**config.mk**
```make
export PLATFORM = sky130hd
export DESIGN_NAME = one_index_streamer
export DESIGN_NICKNAME = d
export VERILOG_FILES = /design/src/rtl/one_index_streamer.sv
export SDC_FILE = /design/constraint.sdc
export NUM_CORES = 1
export LEC_CHECK = 0
export ABC_AREA = 1
export CAP_MARGIN = 20
export CORE_MARGIN = 2
export CORE_UTILIZATION = 35
export CTS_BUF_LIST = sky130_fd_sc_hd__clkbuf_8 sky130_fd_sc_hd__clkbuf_16
export CTS_CLUSTER_SIZE = 40
export DETAILED_ROUTE_END_ITERATION = 10
export PLACE_DENSITY = 0.58
export REMOVE_ABC_BUFFERS = 1
export SLEW_MARGIN = 20
export SYNTH_ARGS = -nofsm -noshare
export SYNTH_HDL_FRONTEND = slang
export SYNTH_SLANG_ARGS = --single-unit
```
**constraint.sdc**
```tcl
create_clock -name i_clk -period 1.5 [get_ports i_clk]
set_input_delay 0.3 -clock i_clk [delete_from_list [all_inputs] [get_ports i_clk]]
set_output_delay 0.3 -clock i_clk [all_outputs]
set_load 0.01 [all_outputs]
```
**src/rtl/one_index_streamer.sv**
```systemverilog
// Streams the index of every set bit of an accepted vector, one per beat, MSB- or LSB-first.
// Optional popcount output o_count is enabled by defining ONE_STREAM_COUNT_EN.
module one_index_streamer #(
    parameter int DATA_WD = 8,
    parameter int IND_WD  = $clog2(DATA_WD)
) (
    input  logic               i_clk,
    input  logic               i_rst,
    input  logic               i_valid,
    output logic               o_ready,
    input  logic [DATA_WD-1:0] i_a,
    input  logic               i_mode,
    output logic               o_valid,
    input  logic               i_ready,
    output logic [IND_WD-1:0]  o_index,
    output logic               o_last,
    output logic               o_zero
`ifdef ONE_STREAM_COUNT_EN
    ,
    output logic [IND_WD:0]    o_count
`endif
);

    typedef enum logic {
        IDLE = 1'b0,
        EMIT = 1'b1
    } state_t;

    state_t               state_reg, state_next;
    logic [DATA_WD-1:0]   mask_reg, mask_next;
    logic                 mode_reg, mode_next;
    logic                 zero_reg, zero_next;

    logic [IND_WD-1:0]    hi_idx;
    logic [IND_WD-1:0]    lo_idx;
    logic [IND_WD-1:0]    sel_idx;
    logic                 single_bit;
    logic                 emit;
    logic                 accept;
    logic                 beat_fire;

    // Priority encoders over the registered mask only, so outputs never see i_a.
    always_comb begin
        hi_idx = '0;
        lo_idx = '0;
        for (int i = 0; i < DATA_WD; i++) begin
            if (mask_reg[i]) begin
                hi_idx = IND_WD'(i);
            end
        end
        for (int i = DATA_WD - 1; i >= 0; i--) begin
            if (mask_reg[i]) begin
                lo_idx = IND_WD'(i);
            end
        end
    end

    assign sel_idx    = mode_reg ? lo_idx : hi_idx;
    assign single_bit = (mask_reg != '0) && ((mask_reg & (mask_reg - DATA_WD'(1))) == '0);
    assign emit       = (state_reg == EMIT);

    assign o_ready   = ~emit;
    assign o_valid   = emit;
    assign o_index   = emit ? sel_idx : '0;
    assign o_last    = emit && (zero_reg || single_bit);
    assign o_zero    = emit && zero_reg;

    assign accept    = i_valid && o_ready;
    assign beat_fire = o_valid && i_ready;

    always_comb begin
        state_next = state_reg;
        mask_next  = mask_reg;
        mode_next  = mode_reg;
        zero_next  = zero_reg;
        case (state_reg)
            IDLE: begin
                if (accept) begin
                    mask_next  = i_a;
                    mode_next  = i_mode;
                    zero_next  = (i_a == '0);
                    state_next = EMIT;
                end
            end
            EMIT: begin
                if (beat_fire) begin
                    mask_next = mask_reg & ~(DATA_WD'(1) << sel_idx);
                    if (o_last) begin
                        state_next = IDLE;
                    end
                end
            end
            default: state_next = IDLE;
        endcase
    end

    always_ff @(posedge i_clk) begin
        if (i_rst) begin
            state_reg <= IDLE;
        end else begin
            state_reg <= state_next;
        end
    end

    always_ff @(posedge i_clk) begin
        if (i_rst) begin
            mask_reg <= '0;
            mode_reg <= 1'b0;
            zero_reg <= 1'b0;
        end else begin
            mask_reg <= mask_next;
            mode_reg <= mode_next;
            zero_reg <= zero_next;
        end
    end

`ifdef ONE_STREAM_COUNT_EN
    // Ripple prefix sum of the input bits; only consumed on the accept edge.
    logic [IND_WD:0] psum [DATA_WD+1];
    logic [IND_WD:0] count_reg;

    assign psum[0] = '0;
    for (genvar gi = 0; gi < DATA_WD; gi++) begin : g_pop
        assign psum[gi+1] = psum[gi] + {{IND_WD{1'b0}}, i_a[gi]};
    end

    always_ff @(posedge i_clk) begin
        if (i_rst) begin
            count_reg <= '0;
        end else if (accept) begin
            count_reg <= psum[DATA_WD];
        end
    end

    assign o_count = count_reg;
`endif

endmodule

```
# --- After elaboration in Yosys (flattened, before gate mapping) ---
# Cells that the tools add are included.
op_classes:
  n_addsub: 1
  multipliers: 0
  n_div: 0
  order_cmp: 0
  eq_ne: 2
  shifts: 1
  muxes: 24
  bitwise: 4
  n_reduce_logical: 11
op_table:
  columns: ["cell", "n"]
  rows:
  - ["3-bit two-way mux", 15]
  - ["8-bit AND", 2]
  - ["8-bit logical NOT", 2]
  - ["8-bit two-way mux", 2]
  - ["8-bit one-hot mux with 2 select lines", 1]
  - ["8-bit inverter", 1]
  - ["8-bit nonzero test", 1]
  - ["1-bit by 3-bit left shift with 8-bit output, first input constant", 1]
  - ["8-bit by 1-bit subtractor with 8-bit output, second input constant", 1]
  - ["1-bit logical AND", 5]
  - ["1-bit two-way mux", 4]
  - ["2-bit by 1-bit != test with 1-bit output, second input constant", 2]
  - ["2-bit AND reduction", 2]
  - ["2-bit two-way mux", 1]
  - ["1-bit one-hot mux with 2 select lines", 1]
  - ["1-bit logical OR", 1]
  - ["1-bit inverter", 1]
totals:
  ff_bits: 11
  latchBits: 0
  ram_bits: 0
  rom_bits: 0
  word_cells: 47
  memories: 0

# --- Longest topological paths before layout ---
# Gate-level depths: netlist of run 1.
logic_depth:
  word_depth: 14
  mapped_depth: 11

# --- Worst setup path before layout of run 1 ---
# OpenSTA, ideal clock, no wires.
synth_path:
  path_kind: "reg-to-output"
  from: "register mask_reg[7]"
  to: "output port o_index[0]"
  arrival_ps: 984
  required_ps: 1200
  path_slack_ps: 216
  path_stages_with_launch: 9
  path_buffers: 0
  cell_sequence: "dfxtp_1 -> inv_1 -> nand2_1 -> nand3_1 -> nand2_1 -> nand2_1 -> nand2_2 -> nand2_4 -> nor2_1"
synth_between:
  elab_chain_cells: 10
  elab_cells_between_ends: 11
  cone_classes: "mux (11)"
synth_lines:
  columns: ["item", "line", "source"]
  rows:
  - ["start: declaration", "30", "logic [DATA_WD-1:0] mask_reg, mask_next;"]
  - ["start signal: assignment", "111", "mask_reg <= mask_next;"]
  - ["3-bit two-way mux (8 in a row)", "52", "if (mask_reg[i]) begin"]
  - ["3-bit two-way mux *", "58", "assign sel_idx = mode_reg ? lo_idx : hi_idx;"]
  - ["3-bit two-way mux *", "64", "assign o_index = emit ? sel_idx : '0;"]
  - ["end: declaration", "15", "output logic [IND_WD-1:0] o_index,"]
# Every way passes the cells marked *; elsewhere a longest branch is shown, timed or not.

# --- Final worst setup path of run 1 ---
layout_path:
  from: "register mask_reg[0]"
  to: "output port o_last"
layout_between:
  elab_chain_cells: 6
  elab_cells_between_ends: 7
  cone_classes: "add/sub (1); bitwise (1); reduce/logical (5)"
layout_lines:
  columns: ["item", "line", "source"]
  rows:
  - ["8-bit by 1-bit subtractor with 8-bit output", "59", "assign single_bit = (mask_reg != '0) && ((mask_reg & (mask_reg - DATA_WD'(1))) == '0);"]
  - ["8-bit AND", "59", null]
  - ["8-bit logical NOT", "59", null]
  - ["1-bit logical AND *", "59", null]
  - ["1-bit logical OR *", "65", "assign o_last = emit && (zero_reg || single_bit);"]
  - ["1-bit logical AND *", "65", null]
  - ["end: declaration", "16", "output logic o_last,"]
# Marks and branches as above.

==> impl_results.md, run 1 <==
- Outcome: finished with violations
- Violated checks: negative setup slack
- Reg2reg start: mask_reg[0]
- Root Driver: clkbuf_8
- Cell taking the most area after synthesis: dfxtp_1
- DRT iter0 DRCs: 30
- TritonCTS Buffers: 3
- Clock share of power: 0.238
- # clock sinks: 11
- Largest net degree at the start of global routing: 12
- Area share of the leading cell type in the synthesized netlist: 0.244
- Peak VDD IR: roughly 0.52 mV
- Worst path max stage delay: 0.34 ns
- Worst-skew pair later-pin latency: 0.24 ns
- Unrepaired setup endpoints after global routing: true
- Mapped Area: around 900 sq um
- DRT Pass-1 Iters: 4
- Top area cells in the synthesized netlist: dfxtp_1 24%, nand2_1 15%, o21ai_0 13%, inv_1 9.2%, a21oi_2 6.8%
- Core box area: 0.00245 sq mm
- H-tree lvl count: 1
- CP required: 1.20 ns
- Synth Instances: 149
- Gate power share: 0.473
- Max reg flops: 8
- Crit path time final: 1.62 ns
- Critical path fanouts, max: 4
- Final worst slack: -0.119 ns
- Crit path cell chain: nor2_4 > a21oi_1 > o21ai_1 > nand4_1 > nand2_1 > buf_2
- Crit Path Class: flop to primary output
- Core Rows: 18
- Number of library cell types mapped by synthesis: 17
- Worst Hold Path EP: zero_reg
- Layout cells sized above 1: 0.384
- Post-synth EDFFs: 0
- PwrDens: approximately 900 mW/mm^2
- P_sw: 0.000464 W
- FF+latch count, synth: 11
- # IOs: 20
- Crit Reg-Reg Endpoint: mask_reg[3]
- Util after Layout: 0.577
- Top_reg_cell synth: dfxtp_1
- Synthesis Warnings: 0
- Slowest cell on the critical path: dfxtp_2
- Nets: 212
- DRC: 0
- Die X: about 55 um
- Max-cap viol count: 0
- Worst-margin pin slew: 0.319 ns
- Average cell area after synthesis: roughly 6 sq um
- Lkg Pwr: 0.721 nW
- Skew final: 0.00366 ns
- Antenna cells: 0
- Slew margin rel.: 0.785
- R2R depth: 11
- Worst Min Path Start: zero_reg
- CP endpoint kind: primary output
- Reg-to-reg slack, setup: ~0.050 ns
- Area Overhead vs Synth: 57.0%
- Setup violators final: 3
- Arr. time, crit path: 1.32 ns
- Port Buffers: 19
- First-pass GRT wire length: between 4 and 5 mm
- ANT nets after route: 0
- GRT Residual Overflow: 0
- CP startpoint kind: flop
- Initial antenna violation count: 0
- Total track usage: 0.201
- Vias in the first global route: slightly below 1000
- Die area: 0.00300 sq mm
- Clk buf depth: 2
- Final WL: ~2.6 mm
- Routed len/inst: 11.3 um
- Pint: 0.000788 W
- Sw Ratio: 0.371
- Hold Crit Depth: 2
- Vias: about 1100
- FFs w/ async S/R, synth: 0
- Max Slew Vio Count: 0
- Initial Utilization: 0.367
- Fmax: between 600 and 700 MHz
- CTS clk-pin slew, worst paths: 0.05 ns
- Top cells by count, synth: 37 x nand2_1, 24 x o21ai_0, 22 x inv_1
- Sequential power share: 0.289
- Die Y: 54.8 um
- # placed instances: 223
- DP HPWL: 2.07 mm
- Tcrit/Tclk final: 1.08
- Most numerous cell in the Yosys netlist: nand2_1
- Dpl ws: -0.357 ns
- Sequential area share after synthesis: 0.244
- Gpl congestion: roughly 0.79
- Vias per inst: 4.76
- CTS tree: done
- Final std cells w/o fill: about 230
- Hold Violations, Final: 0
- HP Class: flop to flop
==> cells in the final DEF (no fill, tap or decap), drive strengths merged <==
cell,n
dlygate4sd2,3
clkbuf,3
nand2,45
nand3,7
clkdlybuf4s50,12
nand4,5
dfxtp,11
buf,33
nor2,10
nor4,2
a21oi,13
inv,29
o21ai,25
==> cells by family (layout without fill, tap and decap cells) <==
family / after synthesis / after routing / share of synthesized area
buffers and inverters: 31 / 80 / 0.129
AO/OA/AOI/OAI: 38 / 38 / 0.252
flip-flops: 11 / 11 / 0.244
AND/OR/NAND/NOR: 69 / 69 / 0.374
==> worst max path at each step <==
stage	start	to	slack, ns	cells past startpoint
2_1_floorplan	o_valid	mask_reg[3]	-0.03	7
3_3_place_gp	mask_reg[2]	o_last	-0.37	6
3_5_place_dp	mask_reg[2]	o_last	-0.36	6
4_1_cts	mask_reg[1]	o_last	-0.15	6
5_1_grt	mask_reg[0]	o_last	-0.19	6
6_report	mask_reg[0]	o_last	-0.12	6
==> layer usage <==
layer  part of all wire  vias up  global-route usage
met2               0.49       27               0.347
met3              0.034        2              0.0328
li1                   -      574                   -
met4             0.0073        0              0.0750
met5                  0        -                   0
met1               0.47      483               0.247
==> cell type report <==
class | count | area [sq um]
multi-input cells | 107 | 587
clock buffers | 3 | 41.3
repair buffers | 48 | 395
inverters | 28 | 108
clock inverters | 1 | 3.75
flip-flops and latches | 11 | 244
fillers | 252 | 1040
well taps | 30 | 37.5
==> through the flow <==
step / setup TNS, ns / area [sq um] / hold slack [ns] / total power [W]
after floorplan: -0.202 / 891 / 0.463 / 0.000664
after global placement: -1.06 / 1330 / 0.525 / 0.000930
after detailed placement: -1.10 / 1330 / 0.522 / 0.000936
after CTS: -0.283 / 1390 / 0.543 / 0.00125
after global routing: -0.560 / 1420 / 0.561 / 0.00134
final: -0.278 / 1420 / 0.540 / 0.00125
==> timing repair <==
action / in CTS / in global routing
endpoints found under the hold margin: 0 / 0
pin swaps: 4 / 3
setup buffers: 0 / 1
resized for setup: 41 / 7
hold buffers: 0 / 0
endpoints found under the setup margin: 7 / 6
==> critical path: cells and delay by family, from the launching register on <==
| kind | cells | cell delay (ns) |
|---|---|---|
| simple gates | 3 | 0.39 |
| flops | 1 | 0.34 |
| compound gates | 2 | 0.22 |
| buf+inv | 1 | 0.13 |
==> power groups by stage <==
| stage | registers [W] | clock network, W | logic (W) |
|---|---|---|---|
| floorplan | 0.000362 | 0 | 0.000302 |
| global placement | 0.000360 | 0 | 0.000570 |
| detailed placement | 0.000360 | 0 | 0.000576 |
| CTS | 0.000361 | 0.000304 | 0.000584 |
| global route | 0.000367 | 0.000322 | 0.000651 |
| finish | 0.000362 | 0.000298 | 0.000593 |
(Power assumes the default switching activity.)
==> inputs of run 2 (changes only) <==
Settings changed: GPL_TIMING_DRIVEN from default to 1, REMOVE_ABC_BUFFERS 1 to default.
==> run 2 against run 1 <==
- the run still ends with negative setup slack left
- maximum frequency is 1.2% lower
- combinational power is 11% higher
- count of clock-buffer cells in the layout stayed put
- routed wire length is 5.5% higher
- first-iteration DRC count is 13% lower
- non-clock buffer count is 6 higher
==> impl_results.md, run 2 (same netlist as run 1, synthesis figures left out) <==
- Gpl congestion: 0.919 (+16%)
- CP required: 1.20 ns (about the same)
- Crit Path Class: flop to primary output
- Tcrit/Tclk final: 1.09 (+0.0128)
- Area Overhead vs Synth: 65.3%
- PwrDens: 885 mW/mm^2 (about the same)
- Dpl ws: -0.307 ns (+0.0504 ns)
- Initial Utilization: 0.367 (unchanged)
- CP startpoint kind: flop
- Outcome: finished with violations
- Root Driver: clkbuf_8
- Vias: 1117 (+2.9%)
- Fmax: 610 MHz (-1.2%)
- Vias per inst: 4.77 (+0.22%)
- H-tree lvl count: 1 (unchanged)
- Final WL: 2.73 mm (+5.5%)
- Worst-skew pair later-pin latency: 0.24 ns (about the same)
- DP HPWL: 2.02 mm (-2.5%)
- Routing usage on met3: 0.0301 (-0.00273)
- Initial antenna violation count: 0 (unchanged)
- DRC: 0 (unchanged)
- CTS tree: done
- Port Buffers: 19 (unchanged)
- Vias in the first global route: 1015 (+4.3%)
- TritonCTS Buffers: 3 (unchanged)
- Worst-margin pin slew: 0.352 ns (+0.0332 ns)
- Layout cells sized above 1: 0.422 (+0.0377)
- Final worst slack: -0.138 ns (-0.0192 ns)
- Lkg Pwr: 0.754 nW (+4.7%)
- Util after Layout: 0.608 (+0.0306)
- # IOs: 20 (unchanged)
- Die X: 54.8 um (unchanged)
- Arr. time, crit path: 1.34 ns (+0.02 ns)
- Clk buf depth: 2 (unchanged)
- Largest net degree at the start of global routing: 12 (unchanged)
- First-pass GRT wire length: 4.51 mm (+8.5%)
- Commonest non-fill, non-tap cell in the layout: nand2_1
- Global-route met1 utilization: 0.271 (+0.0247)
- Routed len/inst: 11.7 um (+2.8%)
- Violated checks: negative setup slack
- Design Area, Final: 0.00149 sq mm (+5.3%)
- Antenna cells: 0 (unchanged)
- Max reg flops: 8 (unchanged)
- Critical path fanouts, max: 5 (+1)
- Skew final: 0.00320 ns (-0.000457 ns)
- Core Rows: 18 (unchanged)
- Die Y: 54.8 um (unchanged)
- Nets: 218 (+2.8%)
- Die area: 0.00300 sq mm (unchanged)
- HP Class: flop to flop
- Slew margin rel.: 0.763 (-0.0224)
- Area after DPL: 0.00132 sq mm (-0.56%)
- Core box area: 0.00245 sq mm (unchanged)
- Commonest non-fill, non-tap cells in the layout: 34 x nand2_1, 30 x buf_4, 22 x inv_1, 20 x o21ai_0, 12 x clkdlybuf4s50_1
- Total track usage: 0.212 (+0.0113)
- DRT Pass-1 Iters: 4 (unchanged)
- CTS clk-pin slew, worst paths: 0.05 ns (about the same)
- Max-cap viol count: 0 (unchanged)
- Peak VDD IR: 0.468 mV (-9.4%)
- CTS Hold Bufs: 0 (unchanged)
- Setup violators final: 4 (+1)
- Max Slew Vio Count: 0 (unchanged)
- Hold Violations, Final: 0 (unchanged)
- Unrepaired setup endpoints after global routing: true
- GRT Residual Overflow: 0 (unchanged)
- # clock sinks: 11 (unchanged)
- ANT nets after route: 0 (unchanged)
- DRT iter0 DRCs: 26 (-13%)
- CP endpoint kind: primary output
- Busiest metal layer after global routing: met2
- Crit path time final: 1.64 ns (+0.0192 ns)
- Met2 global-route usage: 0.361 (+0.0139)
- Syn_nets: 162
==> run 2: changes by cell type in the layout (fill, tap and decap cells not counted), moves of 2 or more <==
cell and change:
buf_4 +4, buf_6 +2, nor2_1 -3, nor2_2 +2
==> run 2: worst paths after layout <==
check | from | endpoint | slack (ns) | cells past startpoint
worst max-delay path | mask_reg[0] | o_last | -0.14 | 6
worst min register to register | zero_reg | zero_reg | 0.55 | 2
worst max register to register | mask_reg[0] | mask_reg[7] | 0.08 | 10
worst min-delay path | zero_reg | zero_reg | 0.55 | 2
==> run 2: worst max-delay path, stage by stage (launching register included) <==
cell and delay (ns):
dfxtp_4 0.36, nor2_4 0.17, nand2_4 0.09, o21ai_1 0.12, nand4_1 0.13, nand2_1 0.10, buf_2 0.13
==> run 2: report_power, final <==
part / switching (W) / internal (W)
combinational: 0.000335 / 0.000323
sequential: 0.0000369 / 0.000325
clock: 0.000119 / 0.000180
==> run 2: metrics by stage <==
| step | power [W] | hold slack, ns | setup TNS [ns] | std cells |
|---|---|---|---|---|
| 4_1_cts | 0.00129 | 0.549 | -0.468 | 234 |
| 5_1_grt | 0.00141 | 0.588 | -0.659 | 234 |
| 3_3_place_gp | 0.000935 | 0.525 | -1.19 | 222 |
| 2_1_floorplan | 0.000667 | 0.463 | 0 | 149 |
| 6_report | 0.00132 | 0.545 | -0.392 | 234 |
| 3_5_place_dp | 0.000934 | 0.529 | -1.13 | 222 |
==> run 2: per-layer routing <==
layer,vias to the layer above,wire (um)
met5,-,0
met4,0,29
met3,4,179
met2,44,1310
met1,481,1210
li1,588,-
==> run 2: area by class of cell <==
cell class / instances / area, sq um
Multi-Input combinational cell: 107 / 609
Clock inverter: 1 / 3.75
Tap cell: 30 / 37.5
Clock buffer: 3 / 41.3
Inverter: 28 / 108
Sequential cell: 11 / 244
Timing Repair Buffer: 54 / 448
Fill cell: 227 / 963
==> run 2: what timing repair did <==
action | in CTS | in global routing
pin swaps | 7 | 6
setup endpoints to repair | 7 | 8
gates cloned | 0 | 0
setup buffers | 8 | 2
gates resized for setup | 42 | 14
==> inputs of run 3 (changes only) <==
Settings changed: CORE_ASPECT_RATIO from default to 1.25.
==> run 3 against run 2 <==
- largest power group unchanged
- design area decreased by 6.8%
- global-route usage decreased by 0.92 points
- non-clock buffer count is 9 lower
- the flow still finishes with violations (negative setup slack)
- via count decreased by 2.3%
==> impl_results.md, run 3 (same netlist as run 1, synthesis figures left out) <==
- CP Buf/Inv Count: 3 (+2)
- Nets: 209 (-4.1%)
- Arr. time, crit path: 1.32 ns (-0.02 ns)
- First-pass GRT wire length: 4.64 mm (+2.9%)
- Unrepaired setup endpoints after global routing: true
- Slew margin rel.: 0.806 (+0.0434)
- CTS tree: done
- Vias per inst: 4.79 (+0.24%)
- Layout cells sized above 1: 0.374 (-0.0472)
- Hold Crit Depth: 2 (unchanged)
- Sequential power share: 0.290 (+0.016)
- Area after DPL: 0.00129 sq mm (-2.0%)
- Violated checks: negative setup slack
- Critical path fanouts, max: 4 (-1)
- GRT Residual Overflow: 0 (unchanged)
- Tcrit/Tclk final: 1.08 (-0.0101)
- Worst-margin pin slew: 0.288 ns (-0.0649 ns)
- Root Driver: clkbuf_8
- Crit Path Class: flop to primary output
- CP startpoint kind: flop
- CP endpoint kind: primary output
- P_sw: 0.000469 W (-4.5%)
- Max Slew Vio Count: 0 (unchanged)
- DRT iter0 DRCs: 37 (+42%)
- Clock share of power: 0.238 (+0.011)
- Worst Min Path Start: zero_reg
- Core Rows: 20 (+2)
- Die X: 49.4 um (-9.8%)
- Area Overhead vs Synth: 54.1%
- Reg2reg start: mask_reg[0]
- HP Class: flop to flop
- Total track usage: 0.203 (-0.00919)
- ANT nets after route: 0 (unchanged)
- Hold Violations, Final: 0 (unchanged)
- Die Y: 60.8 um (+11%)
- Antenna cells: 0 (unchanged)
- # clock sinks: 11 (unchanged)
- H-tree lvl count: 1 (unchanged)
- Commonest non-fill, non-tap cells in the layout: 33 x nand2_1, 25 x buf_4, 23 x inv_1, 19 x o21ai_0, 12 x clkdlybuf4s50_1
- Slowest cell on the critical path: dfxtp_2
- CTS clk-pin slew, worst paths: 0.05 ns (about the same)
- Die area: 0.00300 sq mm (about the same)
- Worst-skew pair later-pin latency: 0.24 ns (about the same)
- Core box area: 0.00245 sq mm (-0.10%)
- Largest net degree at the start of global routing: 12 (unchanged)
- Final WL: 2.72 mm (-0.44%)
- Skew final: 0.00220 ns (-0.00100 ns)
- Worst path max stage delay: 0.34 ns (-0.02 ns)
- Sw Ratio: 0.377 (+0.00455)
- R2R depth: 11 (+1)
- Final worst slack: -0.123 ns (+0.0152 ns)
- Pint: 0.000776 W (-6.4%)
- Port Buffers: 19 (unchanged)
- Gate power share: 0.472 (-0.027)
- Max-cap viol count: 0 (unchanged)
- Vias in the first global route: 1082 (+6.6%)
- Crit path cell chain: nor2_4 > buf_4 > buf_4 > nand2_2 > nand2_2 > nand2_4 > nor2_2 > buf_2
- Lkg Pwr: 0.701 nW (-7.1%)
- Initial Utilization: 0.368 (+0.000375)
- DRC: 0 (unchanged)
- Routed len/inst: 11.9 um (+2.2%)
- Crit-path leading delay family: simple AND/OR/NAND/NOR gates
- Fmax: 616 MHz (+0.93%)
- Worst path depth: 8 (+2)
- Setup violators final: 3 (-1)
- Syn_nets: 162 (unchanged)
- DP HPWL: 2.15 mm (+6.6%)
- Util after Layout: 0.567 (-0.0407)
- Gpl congestion: 0.946 (+2.9%)
- Reg-to-reg slack, setup: 0.06 ns (-0.02 ns)
- CP required: 1.20 ns (about the same)
- # IOs: 20 (unchanged)
- Outcome: finished with violations
- Design Area, Final: 0.00139 sq mm (-6.8%)
- DRT Pass-1 Iters: 4 (unchanged)
- Crit Reg-Reg Endpoint: mask_reg[6]
- Initial antenna violation count: 0 (unchanged)
- Max reg flops: 8 (unchanged)
- PwrDens: 895 mW/mm^2 (+1.2%)
- Crit path time final: 1.62 ns (-0.0152 ns)
- Vias: 1091 (-2.3%)
- Worst Hold Path EP: zero_reg
- Peak VDD IR: 0.437 mV (-6.8%)
- Commonest non-fill, non-tap cell in the layout: nand2_1
- Clk buf depth: 2 (unchanged)
- TritonCTS Buffers: 3 (unchanged)
## run 3: routing by layer
layer / GRT usage / part of all wire
met1: 0.226 / 0.44
met2: 0.388 / 0.52
met3: 0.0222 / 0.025
met4: 0.103 / 0.012
met5: 0 / 0
## run 3: final cells by class
cell class / instances / area (sq um)
tap: 33 / 41.3
inverter: 28 / 108
fill: 271 / 1060
multi-input combinational: 107 / 592
sequential: 11 / 238
clock inverter: 1 / 3.75
timing repair buffer: 45 / 367
clock buffer: 3 / 41.3
## run 3: worst reg2reg max path, stage by stage (launching register included)
cell and delay, ns:
dfxtp_2 0.34, nor2_4 0.15, buf_4 0.12, buf_4 0.09, nand2_2 0.04, nand2_2 0.08, nand2_4 0.06, buf_4 0.15
inv_2 0.07, nand3_1 0.09, nand2_1 0.08, a21oi_2 0.05
## run 3: power groups by stage
stage	logic, W	registers [W]	clock network, W
2_1_floorplan	0.000309	0.000358	0
3_3_place_gp	0.000553	0.000359	0
3_5_place_dp	0.000560	0.000360	0
4_1_cts	0.000580	0.000359	0.000297
5_1_grt	0.000650	0.000364	0.000312
6_report	0.000588	0.000361	0.000296
## run 3: how the worst max path moves through the flow
stage	to	from	slack [ns]
after floorplan	o_index[0]	mask_reg[7]	0.22
after CTS	o_last	mask_reg[1]	-0.22
after global placement	o_last	mask_reg[2]	-0.34
after global routing	o_last	mask_reg[6]	-0.20
after detailed placement	o_last	mask_reg[2]	-0.33
final	o_index[1]	mask_reg[0]	-0.12
## run 3: stage by stage
step	setup TNS [ns]	hold slack [ns]	instances	setup WS [ns]	total power, W
after detailed placement	-1.07	0.541	221	-0.333	0.000920
after global placement	-1.00	0.534	221	-0.338	0.000912
after floorplan	0	0.463	149	0.216	0.000667
final	-0.327	0.544	228	-0.123	0.00124
after CTS	-0.439	0.552	229	-0.217	0.00124
after global routing	-0.710	0.618	228	-0.204	0.00133
## run 3: what timing repair did
action / 4_1_cts / 5_1_grt
pin swaps: 3 / 10
cloned: 0 / 0
hold buffers: 0 / 0
setup buffers: 4 / 0
setup endpoints to repair: 7 / 13
resized for setup: 35 / 11
